$ cat src/rtl/fifo_rd_pkg.sv
// Shared types and default widths for the FIFO read-side controller.
// No logic; constants only.
// Imported by fifo_rd_ctrl and fifo_rd_buf.
package fifo_rd_pkg;

    localparam int DATA_W = 32;
    localparam int CNT_W  = 4;
    localparam int STAT_W = 16;
    localparam int BUF_D  = 2;

    typedef enum logic [1:0] {
        IDLE = 2'd0,
        RUN  = 2'd1,
        STOP = 2'd2
    } rd_state_t;

endpackage

$ cat src/rtl/fifo_rd_buf.sv
// Two-entry FIFO-ordered output buffer; the head entry drives the stream directly.
// Latency: a pushed word is visible at the head the cycle after the push.
// Backpressure: pop is ignored when empty; the caller must never push while full without a pop.
module fifo_rd_buf
    import fifo_rd_pkg::*;
#(
    parameter int DATA_W = fifo_rd_pkg::DATA_W
) (
    input  logic              clk,
    input  logic              reset,
    input  logic              push,
    input  logic [DATA_W-1:0] push_data,
    input  logic              pop,
    output logic [1:0]        occ,
    output logic              head_valid,
    output logic [DATA_W-1:0] head_data
);

    // ent0 is always the head, so head_data comes straight from a flop.
    logic [DATA_W-1:0] ent0;
    logic [DATA_W-1:0] ent1;

    // Shift-style storage: a pop moves ent1 into the head slot.
    always_ff @(posedge clk or posedge reset) begin
        if (reset) begin
            ent0 <= '0;
            ent1 <= '0;
            occ  <= 2'd0;
        end else begin
            case (occ)
                2'd0: begin
                    if (push) begin
                        ent0 <= push_data;
                        occ  <= 2'd1;
                    end
                end
                2'd1: begin
                    if (push && pop) begin
                        ent0 <= push_data;
                    end else if (push) begin
                        ent1 <= push_data;
                        occ  <= 2'd2;
                    end else if (pop) begin
                        occ  <= 2'd0;
                    end
                end
                2'd2: begin
                    if (pop) begin
                        ent0 <= ent1;
                        if (push) begin
                            ent1 <= push_data;
                        end else begin
                            occ <= 2'd1;
                        end
                    end
                end
                default: occ <= 2'd0;
            endcase
        end
    end

    assign head_valid = (occ != 2'd0);
    assign head_data  = ent0;

endmodule

$ cat src/rtl/fifo_rd_ctrl.sv
// Drains the 8x32 FIFO via rd_en and re-presents returned words on a valid/ready stream.
// Latency: rd_en in cycle N, capture in N+1, word on m_data from N+2.
// Backpressure: reads are only issued while buffered + in-flight words fit in the 2-entry buffer.
module fifo_rd_ctrl
    import fifo_rd_pkg::*;
#(
    parameter int DATA_W = fifo_rd_pkg::DATA_W,
    parameter int CNT_W  = fifo_rd_pkg::CNT_W,
    parameter int BUF_D  = fifo_rd_pkg::BUF_D,
    parameter int STAT_W = fifo_rd_pkg::STAT_W
) (
    input  logic              clk,
    input  logic              reset,
    input  logic              en,
    input  logic              f_empty,
    input  logic [CNT_W-1:0]  f_data_count,
    input  logic              f_rd_ack,
    input  logic              f_rd_err,
    input  logic [DATA_W-1:0] f_d_out,
    output logic              f_rd_en,
    output logic              m_valid,
    input  logic              m_ready,
    output logic [DATA_W-1:0] m_data,
    output logic              busy,
    output logic [STAT_W-1:0] words_rd,
    output logic [STAT_W-1:0] err_cnt
);

    rd_state_t   state;
    rd_state_t   state_nxt;
    logic        inflight;
    logic [1:0]  occ;
    logic        push;
    logic        pop;
    logic        err_inc;
    logic        unused_cnt;

    // Occupancy is informational; issue decisions rely on f_empty only.
    assign unused_cnt = ^f_data_count;

    // Reserve a buffer slot for every outstanding read so the buffer cannot overflow.
    assign f_rd_en = (state == RUN) && !f_empty &&
                     (({1'b0, occ} + {2'b00, inflight}) < 3'(BUF_D));

    // Responses without an outstanding read are protocol errors and are never pushed.
    assign push    = f_rd_ack && inflight;
    assign err_inc = f_rd_err || (f_rd_ack && !inflight);
    assign pop     = m_valid && m_ready;

    // State register.
    always_ff @(posedge clk or posedge reset) begin
        if (reset) begin
            state <= IDLE;
        end else begin
            state <= state_nxt;
        end
    end

    // Next-state logic; re-enable in STOP wins over returning to IDLE.
    always_comb begin
        state_nxt = state;
        case (state)
            IDLE: if (en) state_nxt = RUN;
            RUN:  if (!en) state_nxt = STOP;
            STOP: begin
                if (en) begin
                    state_nxt = RUN;
                end else if (!inflight) begin
                    state_nxt = IDLE;
                end
            end
            default: state_nxt = IDLE;
        endcase
    end

    // One read may be outstanding; a new issue in the response cycle keeps it set.
    always_ff @(posedge clk or posedge reset) begin
        if (reset) begin
            inflight <= 1'b0;
        end else if (f_rd_en) begin
            inflight <= 1'b1;
        end else if (f_rd_ack || f_rd_err) begin
            inflight <= 1'b0;
        end
    end

    // Captured-word counter wraps; error counter saturates at all-ones.
    always_ff @(posedge clk or posedge reset) begin
        if (reset) begin
            words_rd <= '0;
            err_cnt  <= '0;
        end else begin
            if (push) begin
                words_rd <= words_rd + STAT_W'(1);
            end
            if (err_inc && (err_cnt != '1)) begin
                err_cnt <= err_cnt + STAT_W'(1);
            end
        end
    end

    fifo_rd_buf #(
        .DATA_W (DATA_W)
    ) u_buf (
        .clk        (clk),
        .reset      (reset),
        .push       (push),
        .push_data  (f_d_out),
        .pop        (pop),
        .occ        (occ),
        .head_valid (m_valid),
        .head_data  (m_data)
    );

    assign busy = (state != IDLE) || (occ != 2'd0);

endmodule

$ cat config.mk
export PLATFORM = sky130hd
export DESIGN_NAME = fifo_rd_ctrl
export DESIGN_NICKNAME = d
export VERILOG_FILES = /design/src/rtl/fifo_rd_pkg.sv /design/src/rtl/fifo_rd_buf.sv /design/src/rtl/fifo_rd_ctrl.sv
export SDC_FILE = /design/constraint.sdc
export NUM_CORES = 1
export LEC_CHECK = 0
export CORE_AREA = 3 3 144 76
export CTS_BUF_LIST = sky130_fd_sc_hd__clkbuf_2
export DETAILED_ROUTE_END_ITERATION = 10
export DIE_AREA = 0 0 147 79
export PLACE_DENSITY_LB_ADDON = 0.2
export SLEW_MARGIN = 20
export SYNTH_ARGS = -nofsm -noshare
export SYNTH_HDL_FRONTEND = slang
export SYNTH_HIERARCHICAL = 1
export SYNTH_SLANG_ARGS = --single-unit
$ cat constraint.sdc
create_clock -name clk -period 6 [get_ports clk]
set_input_delay 0.9 -clock clk [delete_from_list [all_inputs] [get_ports clk]]
set_output_delay 0.9 -clock clk [all_outputs]
set_load 0.1 [all_outputs]
# ---- Word-level counts from Yosys, hierarchy flattened
# Index checks and enable logic that the tools add are counted.
dict set report totals {
  reg_bits 101
  input_bits 43
}
dict set report classes {
  n_mux 22
  n_eq_ne 14
  order_cmp 1
  reduce_logical 23
  addsub 3
}
# cell count
set op_table {}
lappend op_table {{32-bit 2-to-1 mux} 6}
lappend op_table {{32-bit case mux with 3 select lines} 1}
lappend op_table {{32-bit case mux with 2 select lines} 1}
lappend op_table {{16-bit by 1-bit adder with 16-bit output (second input constant)} 2}
lappend op_table {{2-bit 2-to-1 mux} 10}
lappend op_table {{16-bit inequality test (second input constant)} 1}
lappend op_table {{2-bit case mux with 3 select lines} 2}
lappend op_table {{2-bit inequality test (second input constant)} 4}
lappend op_table {{2-bit nonzero test} 4}
lappend op_table {{1-bit logical AND} 7}
lappend op_table {{2-bit by 1-bit inequality test with 1-bit output (second input constant)} 3}
lappend op_table {{3-bit AND reduction} 2}
lappend op_table {{5-bit AND reduction} 1}
lappend op_table {{2-bit by 1-bit equality test with 1-bit output (second input constant)} 2}
lappend op_table {{2-bit equality test (second input constant)} 2}
lappend op_table {{2-bit zero test} 2}
lappend op_table {{4-bit AND reduction} 1}
lappend op_table {{2-bit by 1-bit adder with 3-bit output} 1}
lappend op_table {{1-bit logical OR} 3}
lappend op_table {{3-bit by 2-bit less-than comparator with 1-bit output (second input constant)} 1}
lappend op_table {{3-bit by 1-bit inequality test with 1-bit output (second input constant)} 1}
lappend op_table {{3-bit inequality test (second input constant)} 1}
lappend op_table {{3-bit nonzero test} 1}
lappend op_table {{1-bit zero test} 2}
lappend op_table {{1-bit 2-to-1 mux} 2}

# ---- Logic depth before layout (Yosys ltp)
# Gate-level depths: netlist (run 1).
dict set report depth {
  ltp_word 6
  mapped_depth 7
  mapped_depth_nobuf 5
}

# ---- Hierarchy
# Netlist (run 1), hierarchy kept.
# module n_inst cells_per_inst area_per_inst_um2
set by_module_without_submodules {}
lappend by_module_without_submodules {fifo_rd_buf 1 189 3206.8}
lappend by_module_without_submodules {fifo_rd_ctrl 1 151 1684.1}

# ---- Worst setup path before layout (run 1)
# Ideal clock, no wire load.
dict set report synth_timing {
  path_kind {input -> output}
  startpoint {input port f_empty}
  endpoint {output port f_rd_en}
  cell_stages 2
  t_arrival_ns 2.543
  setup_slack_ns 2.557
  path_cell_list {nand3b_1 > a21oi_1}
}
dict set report synth_via {
  elab_chain_len 3
}
# item line
set synth_lines {}
lappend synth_lines {{start: declaration} fifo_rd_ctrl.sv:15} ;# input logic f_empty,
lappend synth_lines {{1-bit zero test} fifo_rd_ctrl.sv:42} ;# assign f_rd_en = (state == RUN) && !f_empty &&
lappend synth_lines {{1-bit logical AND (2 in series)} fifo_rd_ctrl.sv:42}
lappend synth_lines {{end: declaration} fifo_rd_ctrl.sv:20} ;# output logic f_rd_en,
# Every way passes these cells.

# ---- Worst setup path in the final report (run 1)
# Same ends and word-level chain as after synthesis.

==> metrics, run 1 <==
gr usage total=0.173; Post-synth top cells=dfrtp_1 (101), mux2_4 (59), mux2_1 (31); sequential fraction of the synthesis area=0.517; wire per inst=16.5 microns; number of setup buffers added after CTS=0; layout cells sized above 1=0.227; row count=25; Multi-input gate area=2240 sq um; status=finished, final reports clean; Antenna Nets Post-Route=0; beginning of the worst hold path=words_rd[15]; Clock Skews=0.0280 ns; FILL cells=762; first-pass GRT wire length=16.1 mm; GR Overflow Total=0; Avg Inst Size Synth=14.4 sq um; clock net sink count=101; Worst Hold Slack=0.501 ns; Starting Density=0.511; Post-synth EDFFs=0; Fin. Hold Viols=0; Worst Setup End Kind=output port; Worst slew margin=0.328; Max Slew Vio Count=0; Worst Setup SP=f_empty; reg2reg end=u_buf/ent1[12]; number of buffers created by CTS=9; Clock Latency Late Sink=0.54 ns; setup repair after global routing missed its margin=false; post-synth top area share=0.517; Via density=5.14; Final nets=494; cell with the most instances after synthesis=dfrtp_1; synthesized cell area=4890 sq um; CTS clk-pin slew, worst paths=0.26 ns; Port Buffers=105; Leak=2.83 nW; fin crit share=0.619; die width=147 microns; CTS tree=built; 1st-iter DRT viols=120; dominant cell type by area after synthesis=dfrtp_1; Max IR drop VDD=0.469 mV; Hold Crit Class=flip-flop to flip-flop; synthesis warning total=6; final WL=9.73 mm; drt drc=0; H-tree depth=3; r2r worst-path depth=6; Setup Crit Path Kind=primary input to output port; max cap viols=0; Core Box Area=9570 sq um; f_max=269 MHz; initial antenna violation count=0; synth top area cells=dfrtp_1 (52%), mux2_4 (18%), mux2_1 (7.1%), xor2_1 (3.4%), mux2_2 (2.1%); Syn Inst Count=340; Worst Path Arrival=2.81 ns; I/O pins=110; vias in the first global route=3,199; Die Y=79 microns; CTS Hold Bufs=0; vias after detailed routing=3,020; worst-margin pin slew=1.01 ns; CP required=5.10 ns; sequential cell area=2530 sq um; worst r2r src=u_buf/occ[1]; Worst R2R Setup Slack=3.40 ns; Worst Path Max Fanout=2; overall die area=11,600 sq um; top_reg_cell synth=dfrtp_1; post-DP HPWL=6.68 mm; Tmin final=3.71 ns; syn nets=385; Distinct cells, synth=44; clk root buf=clkbuf_2; Synth Register Bits=101; crit path to=f_rd_en; 1st-pass router iterations=4; Antenna diodes=0; Startpoint Class=primary input; Synth async-reset ratio=1.00; Area growth syn-to-layout=25.5%; Final TNS setup=0 ns; endpoints failing setup=0; post-CTS resize count=0; power per cell area=557 nW/um^2; Clock Path Buffers=2; largest net degree at the start of global routing=67; routability cong.=0.781
per-layer routing:
| metal | global-route usage | up-vias | share of wire |
|---|---|---|---|
| li1 | - | 1430 | - |
| met2 | 0.297 | 65 | 0.49 |
| met3 | 0.0633 | 5 | 0.056 |
| met5 | 0 | - | 0 |
| met1 | 0.215 | 1520 | 0.45 |
| met4 | 0.0279 | 0 | 0.0037 |
worst min-delay path by stage:
stage                                end  slack (ns)  cells after the start
final                       words_rd[15]        0.50                      1
after global routing        words_rd[15]        0.52                      1
after CTS                   words_rd[15]        0.50                      1
after detailed placement    words_rd[15]        0.47                      1
after global placement      words_rd[15]        0.46                      1
after floorplan           u_buf/ent1[18]        0.46                      1
area by class of cell:
cell class	count	share of cell area
tap	135	0.0275
timing repair buffer	109	0.179
multi-input combinational	225	0.366
clock inverter	6	0.00652
sequential	101	0.412
clock buffer	9	0.00734
inverter	3	0.00183
worst max-delay path, stage by stage:
cell             delay (ns)
clkdlybuf4s50_1        0.38
nand3b_1               0.15
a21oi_1                0.19
clkdlybuf4s50_1        1.19
sequential cells by signal, indices dropped and copies added, names as in the netlist:
signal           cells
err_cnt             16
u_buf/head_data     32
state                2
u_buf/occ            2
words_rd            16
inflight             1
u_buf/ent1          32
cell usage in the layout, fill, tap and decap left out, types with 6 or more instances in the layout:
| cell | count |
|---|---|
| clkdlybuf4s50_1 | 105 |
| dfrtp_1 | 101 |
| mux2_4 | 59 |
| mux2_1 | 31 |
| xor2_1 | 19 |
| nand2_1 | 17 |
| nor2_1 | 10 |
| xnor2_1 | 10 |
| mux2_2 | 9 |
| clkbuf_2 | 9 |
| nand4_1 | 6 |
| nor3_1 | 6 |
| nand3_1 | 6 |
cell families after synthesis:
| family | count (synthesis) | share of synthesized area |
|---|---|---|
| fa+ha+maj | 2 | 0.00512 |
| simple gates | 79 | 0.0993 |
| compound gates | 15 | 0.0230 |
| flops | 101 | 0.517 |
| xor+xnor | 29 | 0.0519 |
| buf+inv | 14 | 0.0287 |
| mux | 100 | 0.275 |
power breakdown:
group | internal (mW) | switching [mW] | total (mW) | leakage (nW)
sequential | 0.930 | 0.182 | 1.11 | 1.28
combinational | 0.622 | 1.41 | 2.03 | 1.50
clock | 0.0517 | 0.221 | 0.273 | 0.0495
total | 1.60 | 1.81 | 3.42 | 2.83
through the flow:
stage	std cells	utilization	setup slack, ns	instance area, sq um	total power, mW
after floorplan	340	-	2.56	4890	2.71
after global placement	572	0.629	2.30	6020	3.11
after detailed placement	572	0.629	2.30	6020	3.17
after CTS	587	0.638	2.28	6100	3.45
after global routing	588	0.641	2.11	6140	3.57
final	588	0.641	2.29	6140	3.42
Note: power is estimated with default switching activity, not from simulation.
==> run 2: changes to the inputs <==
--- a/config.mk
+++ b/config.mk
@@ -5,10 +5,10 @@
 export SDC_FILE = /design/constraint.sdc
 export NUM_CORES = 1
 export LEC_CHECK = 0
-export CORE_AREA = 3 3 144 76
+export CORE_AREA = 3 3 149 79
 export CTS_BUF_LIST = sky130_fd_sc_hd__clkbuf_2
 export DETAILED_ROUTE_END_ITERATION = 10
-export DIE_AREA = 0 0 147 79
+export DIE_AREA = 0 0 152 82
 export PLACE_DENSITY_LB_ADDON = 0.2
 export SLEW_MARGIN = 20
 export SYNTH_ARGS = -nofsm -noshare
==> constraint.sdc (replaced) <==
create_clock -name clk -period 3.3 [get_ports clk]
set_input_delay 0.495 -clock clk [delete_from_list [all_inputs] [get_ports clk]]
set_output_delay 0.495 -clock clk [all_outputs]
set_load 0.1 [all_outputs]
==> metrics, run 2 (synthesis gave the netlist of run 1 again) <==
worst-margin pin slew=0.982 ns (was 1.01 ns); largest net degree at the start of global routing=67 (unchanged); Final nets=497 (was 494); Cell Area, Placed=6010 sq um (was 6020 sq um); vias in the first global route=3,061 (was 3,199); Max IR drop VDD=0.708 mV (was 0.469 mV); Worst Path Arrival=2.21 ns (was 2.81 ns); commonest cells after routing, fill and taps aside=dfrtp_1 (101), clkdlybuf4s50_1 (81), mux2_4 (59), mux2_1 (31), buf_4 (30) (was clkdlybuf4s50_1 (105), dfrtp_1 (101), mux2_4 (59), mux2_1 (31), xor2_1 (19)); CTS tree=built (unchanged); Antenna Nets Post-Route=0 (unchanged); 1st-pass router iterations=4 (unchanged); I/O pins=110 (unchanged); die width=152 microns (was 147 microns); CP required=2.80 ns (was 5.10 ns); Fin. Hold Viols=0 (unchanged); post-DP HPWL=6.96 mm (was 6.68 mm); Critical Path Max Stage Delay=1.16 ns (was 1.19 ns); gr usage total=0.163 (was 0.173); layout cells sized above 1=0.289 (was 0.227); row count=27 (was 25); Die Y=82 microns (was 79 microns); wire per inst=16.3 microns (was 16.5 microns); first-pass GRT wire length=16.0 mm (was 16.1 mm); Setup WS post-layout=0.594 ns (was 2.29 ns); number of buffers created by CTS=9 (unchanged); max cap viols=0 (unchanged); Hold Crit Class=primary input to asynchronous set/reset pin (was flip-flop to flip-flop); drt drc=0 (unchanged); Max Slew Vio Count=0 (unchanged); Antenna diodes=0 (unchanged); routability cong.=0.769 (was 0.781); commonest non-fill, non-tap cell in the layout=dfrtp_1 (was clkdlybuf4s50_1); 1st-iter DRT viols=115 (was 120); f_max=369 MHz; Via density=5.03 (was 5.14); clk root buf=clkbuf_2 (unchanged); endpoints failing setup=0 (unchanged); setup repair after global routing missed its margin=false (unchanged); final core utilization=0.574 (was 0.641); Area growth syn-to-layout=25.2% (was 25.5%); Worst slew margin=0.343 (was 0.328); final WL=9.79 mm (was 9.73 mm); CTS clk-pin slew, worst paths=0.28 ns (was 0.26 ns); overall die area=12,500 sq um (was 11,600 sq um); Tmin final=2.71 ns; GR Overflow Total=0 (unchanged); number of setup buffers added after CTS=0 (unchanged); final cell count without fillers=602 (was 588); Slowest-stage cell, CP=clkdlybuf4s50_1 (unchanged); Final TNS setup=0 ns (unchanged); Clock Path Buffers=2 (unchanged); status=finished, final reports clean (unchanged); Clock Latency Late Sink=0.55 ns (was 0.54 ns); Clock Skews=0.0386 ns (was 0.0280 ns); delay-heaviest family, CP=buffers and inverters (unchanged); critical-path cell list=clkdlybuf4s50_1 (was clkdlybuf4s50_1 > nand3b_1 > a21oi_1 > clkdlybuf4s50_1); Leak=2.90 nW (was 2.83 nW); post-CTS resize count=0 (unchanged); Core Box Area=10,700 sq um (was 9570 sq um); Setup Crit Path Kind=flip-flop to output port (was primary input to output port); clock net sink count=101 (unchanged); Startpoint Class=flip-flop (was primary input); power per cell area=1030 nW/um^2 (was 557 nW/um^2); Post-Place Cells=586 (was 572); CTS Hold Bufs=0 (unchanged); fin crit share=0.820; H-tree depth=3 (unchanged); vias after detailed routing=3,026 (was 3,020); Worst Setup End Kind=output port (unchanged); initial antenna violation count=0 (unchanged); post-route cell area=6130 sq um (was 6140 sq um); Starting Density=0.458 (was 0.511); Worst Path Buf+Inv=1 (was 2); Port Buffers=105 (unchanged); Worst Path Max Fanout=5 (was 2); pre-CTS WS=0.433 ns (was 2.30 ns)
==> run 2: changes by cell type in the layout (fill, tap and decap cells not counted), moves of 2 or more <==
cell	delta
buf_4	+27
clkinv_2	+2
clkinvlp_4	-2
clkdlybuf4s50_1	-24
==> run 2: cell type report <==
cell class	instances	area, sq um
clock buffers	10	50.0
clock inverters	6	61.3
fillers	901	4550
inverters	3	11.3
multi-input cells	225	2240
flip-flops and latches	101	2530
well taps	145	181
repair buffers	112	1060
==> run 2: worst paths after layout <==
| check | startpoint | to | slack [ns] | cells after the start |
|---|---|---|---|---|
| setup / recovery | err_cnt[9] | err_cnt[9] | 0.59 | 1 |
| hold / removal | reset | err_cnt[4] | 0.34 | 3 |
| setup reg to reg | u_buf/occ[0] | u_buf/ent1[7] | 0.87 | 6 |
| hold reg to reg | words_rd[15] | words_rd[15] | 0.49 | 1 |
| max in group asynchronous | reset | u_buf/occ[0] | 2.25 | 3 |
| min in group clk | words_rd[15] | words_rd[15] | 0.49 | 1 |
==> run 2: per-stage QoR <==
step | total power [mW] | hold slack [ns]
floorplan | 4.93 | 0.460
global placement | 5.68 | 0.463
detailed placement | 5.74 | 0.463
CTS | 6.34 | 0.305
global route | 6.58 | 0.304
finish | 6.28 | 0.344
==> run 2: per-layer routing <==
layer | vias to the layer above | GRT usage | wire, microns
li1 | 1433 | - | -
met1 | 1515 | 0.234 | 5060
met2 | 71 | 0.240 | 4150
met3 | 7 | 0.0516 | 510
met4 | 0 | 0.0395 | 71
met5 | - | 0 | 0
==> run 2: where the power goes <==
part	internal, mW	leakage, nW	switching [mW]
clock	0.180	0.0741	0.416
sequential	1.69	1.28	0.332
combinational	1.11	1.54	2.55
total	2.98	2.90	3.30
==> run 3: changes to the inputs <==
==> constraint.sdc (replaced) <==
create_clock -name clk -period 2.3 [get_ports clk]
set_input_delay 0.345 -clock clk [delete_from_list [all_inputs] [get_ports clk]]
set_output_delay 0.345 -clock clk [all_outputs]
set_load 0.1 [all_outputs]
==> metrics, run 3 (synthesis gave the netlist of run 1 again) <==
1st-pass router iterations=4 (unchanged); Starting Density=0.458 (unchanged); GR Util met2=0.227 (was 0.240); drt drc=0 (unchanged); row count=27 (unchanged); number of setup buffers added after CTS=0 (unchanged); sequential cell area=2530 sq um (unchanged); FILL cells=906 (was 901); CTS clk-pin slew, worst paths=0.30 ns (was 0.28 ns); initial antenna violation count=0 (unchanged); Area growth syn-to-layout=25.4% (was 25.2%); gr usage total=0.158 (was 0.163); final WL=9.52 mm (was 9.79 mm); r2r worst-path depth=6 (unchanged); Clock Path Buffers=2 (unchanged); die width=152 microns (unchanged); post-DP HPWL=6.78 mm (was 6.96 mm); CTS Hold Bufs=0 (unchanged); fin crit share=0.922; clock net sink count=101 (unchanged); worst-margin pin slew=0.490 ns (was 0.982 ns); Worst Path Max Fanout=8 (was 5); Worst Setup End Kind=output port (unchanged); Die Y=82 microns (unchanged); Final nets=503 (was 497); vias in the first global route=2,986 (was 3,061); overall die area=12,500 sq um (unchanged); endpoints failing setup=0 (unchanged); busiest grt layer=met1 (was met2); clk root buf=clkbuf_2 (unchanged); Worst R2R Setup Slack=0.35 ns (was 0.87 ns); Via density=4.96 (was 5.03); Fin. Hold Viols=0 (unchanged); met3 usage=0.0511 (was 0.0516); number of buffers created by CTS=9 (unchanged); wire per inst=15.6 microns (was 16.3 microns); Clock Skews=0.0408 ns (was 0.0386 ns); Final TNS setup=0 ns (unchanged); post-CTS resize count=0 (unchanged); setup repair after global routing missed its margin=false (unchanged); status=finished, final reports clean (unchanged); layout cells sized above 1=0.395 (was 0.289); Setup Crit Path Kind=flip-flop to output port (unchanged); Max Slew Vio Count=0 (unchanged); Worst Path Arrival=1.77 ns (was 2.21 ns); vias after detailed routing=3,013 (was 3,026); grt met1 use=0.232 (was 0.234); max cap viols=0 (unchanged); H-tree depth=3 (unchanged); Multi-input gate area=2240 sq um (about the same); 1st-iter DRT viols=103 (was 115); routability cong.=0.783 (was 0.769); Core Box Area=10,700 sq um (unchanged); Antenna Nets Post-Route=0 (unchanged); Hold Crit Class=primary input to asynchronous set/reset pin (unchanged); commonest non-fill, non-tap cell in the layout=dfrtp_1 (unchanged); first-pass GRT wire length=15.6 mm (was 16.0 mm); CP required=1.96 ns (was 2.80 ns); commonest cells after routing, fill and taps aside=dfrtp_1 (101), buf_4 (74), mux2_4 (59), clkdlybuf4s50_1 (38), mux2_1 (31) (was dfrtp_1 (101), clkdlybuf4s50_1 (81), mux2_4 (59), mux2_1 (31), buf_4 (30)); Clock Latency Late Sink=0.57 ns (was 0.55 ns); Tmin final=2.12 ns; GR Overflow Total=0 (unchanged); f_max=472 MHz; Worst slew margin=0.670 (was 0.343); Antenna diodes=0 (unchanged); CTS tree=built (unchanged); largest net degree at the start of global routing=67 (unchanged); Startpoint Class=flip-flop (unchanged); I/O pins=110 (unchanged); Port Buffers=105 (unchanged)
-- run 3: final cells by class --
| type | instances | share of cell area |
|---|---|---|
| sequential | 101 | 0.412 |
| timing repair buffer | 118 | 0.172 |
| clock inverter | 7 | 0.0108 |
| tap | 145 | 0.0296 |
| clock buffer | 9 | 0.00735 |
| inverter | 3 | 0.00184 |
| multi-input combinational | 225 | 0.366 |
-- run 3: final timing paths --
| check | startpoint | end |
|---|---|---|
| worst min register to register | words_rd[15] | words_rd[15] |
| worst min-delay path | reset | u_buf/ent1[13] |
| worst max register to register | u_buf/occ[0] | u_buf/ent1[9] |
| worst max-delay path | u_buf/occ[1] | f_rd_en |
| max in group asynchronous | reset | state[1] |
| min in group clk | en | state[1] |
-- run 3: per-stage QoR --
step | utilization | instance area (sq um) | cells | hold WS, ns | setup WS [ns]
after CTS | 0.574 | 6130 | 608 | 0.0561 | 0.0917
after floorplan | - | 4900 | 340 | 0.410 | 0.109
after global routing | 0.574 | 6130 | 608 | 0.0610 | 0.0112
final | 0.574 | 6130 | 608 | 0.121 | 0.180
after global placement | 0.564 | 6020 | 592 | 0.462 | 0.135
after detailed placement | 0.564 | 6020 | 592 | 0.473 | 0.107
-- run 3: worst max-delay path: stages, from the launching register on --
cell      delay, ns
dfrtp_1        0.44
buf_4          0.17
nor2_1         0.12
nand3b_1       0.10
a21oi_2        0.20
buf_12         0.21
-- run 3: layer usage --
layer / wire length, microns / vias up
met5: 0 / -
met2: 4060 / 61
met1: 4960 / 1497
met3: 419 / 8
met4: 74 / 0
li1: - / 1447
Power of run 3 is left out: the tool's default activity adds up to more than one toggle a clock period on the data nets, which glitch-free logic cannot reach.
